<file path="src/rtl/mm_regfile_if.sv">
// mm_regfile_if: read ports, issue/scoreboard handshake, writeback and sb_err between decode/ALU (master) and mm_regfile (slave)
interface mm_regfile_if #(parameter int W = 64);
  logic [2:0]   rd_a_idx;
  logic [2:0]   rd_b_idx;
  logic [W-1:0] rd_a_data;
  logic [W-1:0] rd_b_data;
  logic         iss_valid;
  logic         iss_use_a;
  logic         iss_use_b;
  logic         iss_wr;
  logic [2:0]   iss_dest;
  logic         iss_ready;
  logic         wb_valid;
  logic [2:0]   wb_dest;
  logic [W-1:0] wb_data;
  logic         wb_d32;
  logic         sb_err;
  modport master (
    output rd_a_idx, rd_b_idx, iss_valid, iss_use_a, iss_use_b, iss_wr, iss_dest,
           wb_valid, wb_dest, wb_data, wb_d32,
    input  rd_a_data, rd_b_data, iss_ready, sb_err
  );
  modport slave (
    input  rd_a_idx, rd_b_idx, iss_valid, iss_use_a, iss_use_b, iss_wr, iss_dest,
           wb_valid, wb_dest, wb_data, wb_d32,
    output rd_a_data, rd_b_data, iss_ready, sb_err
  );
endinterface

</file>
<file path="src/rtl/mm_regfile.sv">
// mm_regfile: 8x64 MMX register file with scoreboard and writeback bypass; ports clk, rst (sync, active-high), bus (mm_regfile_if.slave: reads, issue, writeback, sb_err)
module mm_regfile #(
  parameter int NREG = 8,
  parameter int W    = 64
) (
  input logic        clk,
  input logic        rst,
  mm_regfile_if.slave bus
);
  logic [W-1:0]    r_regs [NREG];
  logic [NREG-1:0] r_pend;
  logic            r_sb_err;
  logic [W-1:0]    w_wd;
  logic [NREG-1:0] w_ep;
  logic            w_ready;
  always_comb begin
    w_wd = bus.wb_d32 ? {{(W-32){1'b0}}, bus.wb_data[31:0]} : bus.wb_data;
    w_ep = r_pend;
    if (bus.wb_valid) w_ep[bus.wb_dest] = 1'b0;
    w_ready = ~(bus.iss_use_a & w_ep[bus.rd_a_idx]) &
              ~(bus.iss_use_b & w_ep[bus.rd_b_idx]) &
              ~(bus.iss_wr & w_ep[bus.iss_dest]);
  end
  assign bus.rd_a_data = (bus.wb_valid && bus.wb_dest == bus.rd_a_idx) ? w_wd : r_regs[bus.rd_a_idx];
  assign bus.rd_b_data = (bus.wb_valid && bus.wb_dest == bus.rd_b_idx) ? w_wd : r_regs[bus.rd_b_idx];
  assign bus.iss_ready = w_ready;
  assign bus.sb_err    = r_sb_err;
  always_ff @(posedge clk) begin
    if (rst) begin
      for (int i = 0; i < NREG; i++) r_regs[i] <= '0;
      r_pend   <= '0;
      r_sb_err <= 1'b0;
    end else begin
      if (bus.wb_valid) begin
        r_regs[bus.wb_dest] <= w_wd;
        r_pend[bus.wb_dest] <= 1'b0;
        if (!r_pend[bus.wb_dest]) r_sb_err <= 1'b1;
      end
      // issue set comes last so it wins over a same-register writeback clear
      if (bus.iss_valid && w_ready && bus.iss_wr) r_pend[bus.iss_dest] <= 1'b1;
    end
  end
endmodule

</file>
<file path="src/flat_wrapper.sv">
// flat-port wrapper written by rule: the top's interface ports become plain ports
module mm_regfile_flat 
#(
  parameter int NREG = 8,
  parameter int W    = 64
)
  (clk, rst, bus_rd_a_idx, bus_rd_b_idx, bus_iss_valid, bus_iss_use_a, bus_iss_use_b, bus_iss_wr, bus_iss_dest, bus_wb_valid, bus_wb_dest, bus_wb_data, bus_wb_d32, bus_rd_a_data, bus_rd_b_data, bus_iss_ready, bus_sb_err);
  mm_regfile_if #(.W(W)) bus_i ();
  input logic clk;
  input logic rst;
  input wire logic [$bits(bus_i.rd_a_idx)-1:0] bus_rd_a_idx;
  input wire logic [$bits(bus_i.rd_b_idx)-1:0] bus_rd_b_idx;
  input wire logic [$bits(bus_i.iss_valid)-1:0] bus_iss_valid;
  input wire logic [$bits(bus_i.iss_use_a)-1:0] bus_iss_use_a;
  input wire logic [$bits(bus_i.iss_use_b)-1:0] bus_iss_use_b;
  input wire logic [$bits(bus_i.iss_wr)-1:0] bus_iss_wr;
  input wire logic [$bits(bus_i.iss_dest)-1:0] bus_iss_dest;
  input wire logic [$bits(bus_i.wb_valid)-1:0] bus_wb_valid;
  input wire logic [$bits(bus_i.wb_dest)-1:0] bus_wb_dest;
  input wire logic [$bits(bus_i.wb_data)-1:0] bus_wb_data;
  input wire logic [$bits(bus_i.wb_d32)-1:0] bus_wb_d32;
  output wire logic [$bits(bus_i.rd_a_data)-1:0] bus_rd_a_data;
  output wire logic [$bits(bus_i.rd_b_data)-1:0] bus_rd_b_data;
  output wire logic [$bits(bus_i.iss_ready)-1:0] bus_iss_ready;
  output wire logic [$bits(bus_i.sb_err)-1:0] bus_sb_err;
  assign bus_i.rd_a_idx = bus_rd_a_idx;
  assign bus_i.rd_b_idx = bus_rd_b_idx;
  assign bus_i.iss_valid = bus_iss_valid;
  assign bus_i.iss_use_a = bus_iss_use_a;
  assign bus_i.iss_use_b = bus_iss_use_b;
  assign bus_i.iss_wr = bus_iss_wr;
  assign bus_i.iss_dest = bus_iss_dest;
  assign bus_i.wb_valid = bus_wb_valid;
  assign bus_i.wb_dest = bus_wb_dest;
  assign bus_i.wb_data = bus_wb_data;
  assign bus_i.wb_d32 = bus_wb_d32;
  assign bus_rd_a_data = bus_i.rd_a_data;
  assign bus_rd_b_data = bus_i.rd_b_data;
  assign bus_iss_ready = bus_i.iss_ready;
  assign bus_sb_err = bus_i.sb_err;
  mm_regfile #(.NREG(NREG), .W(W)) u_core (.clk(clk), .rst(rst), .bus(bus_i));
endmodule
</file>
<file path="config.mk">
export PLATFORM = sky130hd
export DESIGN_NAME = mm_regfile_flat
export DESIGN_NICKNAME = d
export VERILOG_FILES = /design/src/rtl/mm_regfile_if.sv /design/src/rtl/mm_regfile.sv /design/src/flat_wrapper.sv
export SDC_FILE = /design/constraint.sdc
export NUM_CORES = 1
export LEC_CHECK = 0
export BUFFER_PORTS_ARGS = -buffer_cell sky130_fd_sc_hd__buf_2
export CAP_MARGIN = 20
export CORE_MARGIN = 2
export CORE_UTILIZATION = 61
export CTS_CLUSTER_DIAMETER = 50
export DETAILED_ROUTE_END_ITERATION = 8
export PLACE_DENSITY = 0.81
export SKIP_LAST_GASP = 1
export SLEW_MARGIN = 5
export SYNTH_ARGS = -nofsm -noshare
export SYNTH_HDL_FRONTEND = slang
export SYNTH_SLANG_ARGS = --single-unit
</file>
<file path="constraint.sdc">
create_clock -name clk -period 3.25 [get_ports clk]
set_input_delay 0.1625 -clock clk [delete_from_list [all_inputs] [get_ports clk]]
set_output_delay 0.1625 -clock clk [all_outputs]
set_load 0.02 [all_outputs]
</file>
### Word-level counts from Yosys, hierarchy flattened

Memory sizes are Yosys's and may differ from the RTL's.
Index checks and enable logic that the tools add are counted.

* bits in writable memories: 512
* memories: 1
* output and inout bits: 130
* register bits: 9

* reductions and logical operators: 8
* equality and inequality tests: 2
* muxes and demuxes: 26
* bitwise operators: 12
* magnitude comparators: 6

Memories
* u_core.r_regs: words 8, bits a word 64, rd ports 2, clocked after memory_dff 0, write ports 8, RTL line mm_regfile.sv:10 `logic [W-1:0] r_regs [NREG];`

Operator list (count)
* two-way mux 64 bit: 4
* OR reduction 64 bit: 1
* two-way mux 8 bit: 3
* < comparator 3 x 4 -> 1 bit, second input constant: 4
* binary-select mux 1 bit (select 3 bit): 4
* two-way mux 1 bit: 12
* AND 8 bit: 1
* NOT 8 bit: 1
* bitwise OR 8 bit: 1
* demux 1 bit (select 3 bit): 2
* == test 3 bit: 2
* >= comparator 3 x 1 -> 1 bit, second input constant: 2
* logical AND 1 bit: 6
* AND 1 bit: 5
* NOT 1 bit: 4
* two-way mux 3 bit: 1
* AND reduction 2 bit: 1

### Logic depth before layout (Yosys ltp)

* depth in word-level cells: 16
* mapped depth: 8
* gate-level depth less buffers: 6

### Least setup slack after synthesis

OpenSTA, ideal clock, no wires.

* path kind: input to register
* start point: in bus_wb_dest[2]
* end point: mem u_core.r_regs[0][0] (enable)
* stages: 3
* setup slack: 547 ps
* buffers on the path: 1
* required time: 2826 ps
* arrival time: 2279 ps
* cells stage by stage: buf_6 or4b_4 or2b_1

RTL lines
* start, declared: RTL line flat_wrapper.sv:19 `input wire logic [$bits(bus_i.wb_dest)-1:0] bus_wb_dest;`
* end, declared: RTL line mm_regfile.sv:10

### Worst setup path after layout

* start point: in bus_wb_valid
* end point: out bus_iss_ready

* longest elaborated chain between the ends: 7
* elaborated cells on any way between the ends: 15

RTL lines
* start, declared: RTL line flat_wrapper.sv:18 `input wire logic [$bits(bus_i.wb_valid)-1:0] bus_wb_valid;`
* two-way mux 8 bit (*): RTL line mm_regfile.sv:19 `if (bus.wb_valid) w_ep[bus.wb_dest] = 1'b0;`
* binary-select mux 1 bit (select 3 bit) (on tied branches): RTL line mm_regfile.sv:20, mm_regfile.sv:21
* two-way mux 1 bit (on tied branches): RTL line mm_regfile.sv:20, mm_regfile.sv:21
* AND 1 bit (on tied branches): RTL line mm_regfile.sv:20, mm_regfile.sv:21
* NOT 1 bit (on tied branches): RTL line mm_regfile.sv:20, mm_regfile.sv:21
* AND 1 bit: RTL line mm_regfile.sv:20 `w_ready = ~(bus.iss_use_a & w_ep[bus.rd_a_idx]) &`
* AND 1 bit (*): RTL line mm_regfile.sv:21 `~(bus.iss_use_b & w_ep[bus.rd_b_idx]) &`
* end, declared: RTL line flat_wrapper.sv:24 `output wire logic [$bits(bus_i.iss_ready)-1:0] bus_iss_ready;`

Mark *: on every way between the ends. The rest lies on a longest branch, timed or not. The select of a mux whose other input is x is not followed.

==> load_flow_metrics.sql <==
INSERT INTO impl_metrics (metric_group, metric, value, unit) VALUES
('worst_setup_path', 'ff2ff_setup_slack', '940', 'ps'),
('power', 'powerDensity', '533', 'nW/um^2'),
('placement', 'buffer_ports.inserted', '213', ''),
('timing', 'worst-slew-pin-transition', '1040', 'ps'),
('final_layout', 'layout.cells.most_common', 'sky130_fd_sc_hd__edfxtp_1', ''),
('final_layout', 'layout-drive-gt1-share', '29.2', '%'),
('timing', 'layout_min_cycle_time', '2780', 'ps'),
('drt', 'drt_first_pass_iters', '5', ''),
('worst_hold_path', 'hp-class', 'in -> reg', ''),
('placement', 'place_area', '30000', 'um^2'),
('worst_setup_path', 'critPathMaxStageDelay', '570', 'ps'),
('die', 'fp.dieW', '219', 'um'),
('synth', 'postSynth.asyncResetShare', '0', '%'),
('worst_setup_path', 'critPathSlowestCell', 'sky130_fd_sc_hd__dlygate4sd3_1', ''),
('drt', 'drt-wirelength-per-cell', '27.5', 'um'),
('worst_setup_path', 'path_cells', 'dlygate4sd3_1, buf_2, nand4b_1, nand2_1, mux4_2, a211o_2, and3_1, buf_2', ''),
('worst_setup_path', 'required_arrival_time_at_the_worst_endpoint', '3090', 'ps'),
('status', 'status', 'finished, final reports clean', ''),
('drt', 'vias', '20000', ''),
('worst_setup_path', 'worst_r2r_path_depth', '6', ''),
('global_route', 'grt_start_max_net_pins', '99', ''),
('worst_setup_path', 'arrival_time_reported_for_the_critical_path_endpoint', '2620', 'ps'),
('clock_tree', 'clk_path_buf_depth', '3', ''),
('die', 'io-pin-count', '214', ''),
('worst_setup_path', 'category_of_the_critical_setup_timing_path', 'in -> out', ''),
('final_layout', 'relative_area_change_from_synthesis_to_final_layout', '14.0', '%'),
('die', 'design.core.area', '45600', 'um^2'),
('synth', 'netlist_area', '28200', 'um^2'),
('final_layout', 'postLayoutCellArea', '32200', 'um^2'),
('synth', 'synthDominantCellAreaShare', '54.4', '%'),
('synth', 'synth_cells', '2103', ''),
('timing', 'fmaxAchievable', '360', 'MHz'),
('clock_tree', 'clock_latency', '620', 'ps'),
('synth', 'ys_warn_count', '0', ''),
('synth', 'count_of_flip_flops_with_a_built_in_enable_after_synthesis', '512', ''),
('worst_hold_path', 'hold_start', 'bus_iss_valid', ''),
('worst_setup_path', 'worstSetupEndpointType', 'output port', ''),
('timing', 'setup_tns', '0', 'ps'),
('worst_setup_path', 'crit-reg2reg-launch', 'u_core.r_pend[6]$_SDFF_PP0_', ''),
('clock_tree', 'cts_resized', '0', ''),
('power', 'combinationalPowerShare', '16.2', '%'),
('global_route', 'antenna_found_initial', '11', ''),
('die', 'initial_util', '62.0', '%'),
('synth', 'ys_types', '47', ''),
('synth', 'synth_area_leader_cell', 'sky130_fd_sc_hd__edfxtp_1', ''),
('timing', 'slew_limit_fails', '0', ''),
('worst_setup_path', 'rr_endpoint', 'u_core.r_pend[0]$_SDFF_PP0_', ''),
('drt', 'vias_per_cell', '6.87', ''),
('drt', 'drc', '0', ''),
('synth', 'yosysSeqAreaShare', '55.1', '%'),
('power', 'power_frac_seq', '46.8', '%'),
('power', 'power.share.clock', '37.0', '%'),
('drt', 'dr.first_iter.drc_count', '2710', ''),
('global_route', 'global_route.usage.total', '33.8', '%'),
('power', 'power.share.switching', '26.4', '%'),
('worst_setup_path', 'critPathMostFrequentCell', 'sky130_fd_sc_hd__buf_2', ''),
('clock_tree', 'total_clock_buffers_created_by_cts', '55', ''),
('worst_setup_path', 'crit_path_start_kind', 'input port', ''),
('global_route', 'globalRouteOverflowTotal', '0', ''),
('final_layout', 'final_net_count', '2338', ''),
('run', 'drv.max_cap_violation_count', '0', ''),
('worst_setup_path', 'critical_path_peak_fanout', '13', ''),
('timing', 'setup-violations-final', '0', ''),
('synth', 'ys.flop_type', 'sky130_fd_sc_hd__edfxtp_1', ''),
('timing', 'finClkSkew', '6.31', 'ps'),
('clock_tree', 'cts_sinks', '521', ''),
('power', 'cellInternalPower', '12600', 'uW'),
('timing', 'ratio_of_final_minimum_period_to_clock_period', '85.6', '%'),
('placement', 'routabilityCongestion', '0.854', ''),
('placement', 'place.detailed.hpwl', '45000', 'um'),
('clock_tree', 'cts.clk_slew.worst_paths', '60', 'ps');
-- how the worst max path moves through the flow --
stage,startpoint,endpoint,slack [ps],depth (start not counted)
2_1_floorplan,bus_wb_dest[2],u_core.r_regs[0][0]$_SDFFCE_PN0P_,550,3
3_3_place_gp,bus_rd_a_idx[0],bus_rd_a_data[17],810,6
3_5_place_dp,bus_rd_a_idx[0],u_core.r_pend[6]$_SDFF_PP0_,790,8
4_1_cts,bus_wb_valid,bus_iss_ready,510,8
5_1_grt,bus_wb_valid,bus_iss_ready,440,8
6_report,bus_wb_valid,bus_iss_ready,470,8
-- routing by layer --
metal | global-route usage (%) | part of all wire, % | up-vias
met2 | 55.0 | 49 | 1493
met3 | 6.63 | 12 | 248
met1 | 44.5 | 34 | 9957
li1 | - | - | 8292
met4 | 15.4 | 4.4 | 4
met5 | 0 | 0.051 | -
-- critical path: cells and delay by family --
kind / cells / cell delay [ps]
AO/OA/AOI/OAI: 1 / 390
buffers and inverters: 3 / 970
multiplexers: 1 / 500
AND/OR/NAND/NOR: 3 / 590
-- flip-flops by register name, summed over array words and instances, names as in the netlist --
name	cells
u_core.r_pend	8
u_core.bus.sb_err	1
u_core.r_regs	512
-- what timing repair did --
action / 4_1_cts / 5_1_grt
buffers inserted: 0 / 0
hold buffers: 40 / 0
endpoints found under the hold margin: 248 / 0
-- Yosys cell counts (2+ instances only) --
cell type                   count
sky130_fd_sc_hd__and2_1        65
sky130_fd_sc_hd__edfxtp_1     512
sky130_fd_sc_hd__buf_1         44
sky130_fd_sc_hd__inv_1          4
sky130_fd_sc_hd__nor2b_1        4
sky130_fd_sc_hd__nand3_1        8
sky130_fd_sc_hd__nand4bb_1      2
sky130_fd_sc_hd__and3_1       193
sky130_fd_sc_hd__nand4b_1       2
sky130_fd_sc_hd__nand2b_1      41
sky130_fd_sc_hd__or2_2          2
sky130_fd_sc_hd__mux2i_1       67
sky130_fd_sc_hd__mux2_2        32
sky130_fd_sc_hd__xnor2_1        6
sky130_fd_sc_hd__nand4_1        7
sky130_fd_sc_hd__o21ai_0       65
sky130_fd_sc_hd__o22ai_1        4
sky130_fd_sc_hd__mux4_2       258
sky130_fd_sc_hd__a21oi_1       68
sky130_fd_sc_hd__buf_2         43
sky130_fd_sc_hd__o2111ai_1      2
sky130_fd_sc_hd__dfxtp_1        9
sky130_fd_sc_hd__nand2_1      178
sky130_fd_sc_hd__clkbuf_1     131
sky130_fd_sc_hd__nor3b_1        3
sky130_fd_sc_hd__buf_4          3
sky130_fd_sc_hd__nor2_1       325
sky130_fd_sc_hd__nand3b_1       3
sky130_fd_sc_hd__o32ai_1        4
-- power groups by stage --
stage	Sequential, uW	Combinational (uW)	Clock [uW]
after detailed placement	8160	2700	0
final	8040	2780	6350
after floorplan	8090	1830	0
after global placement	8110	2660	0
after global routing	8080	2930	6590
after CTS	8030	2760	6350
-- per-stage QoR --
step           hold WS, ps  total power (uW)  setup slack (ps)  utilization (%)  std cells
2_1_floorplan          280              9920               547                -       2103
3_3_place_gp           457             10800               808             65.8       2757
3_5_place_dp           469             10900               787             65.8       2757
4_1_cts               28.2             17100               507             70.6       2900
5_1_grt               78.8             17600               443             70.7       2907
6_report              61.7             17200               469             70.7       2909
-- cell families after synthesis --
group / synth area share, %
simple gates: 14.4
xor+xnor: 0.186
compound gates: 2.90
buf+inv: 3.26
mux: 24.2
flops: 55.1
-- final cells by class --
class	instances	area [um^2]
fillers	2872	13400
flip-flops and latches	521	15600
multi-input cells	1356	11900
clock inverters	42	404
well taps	600	751
clock buffers	61	1400
diodes	9	22.5
repair buffers	316	2190
inverters	4	16.3
Power figures use the tool's default switching activity.
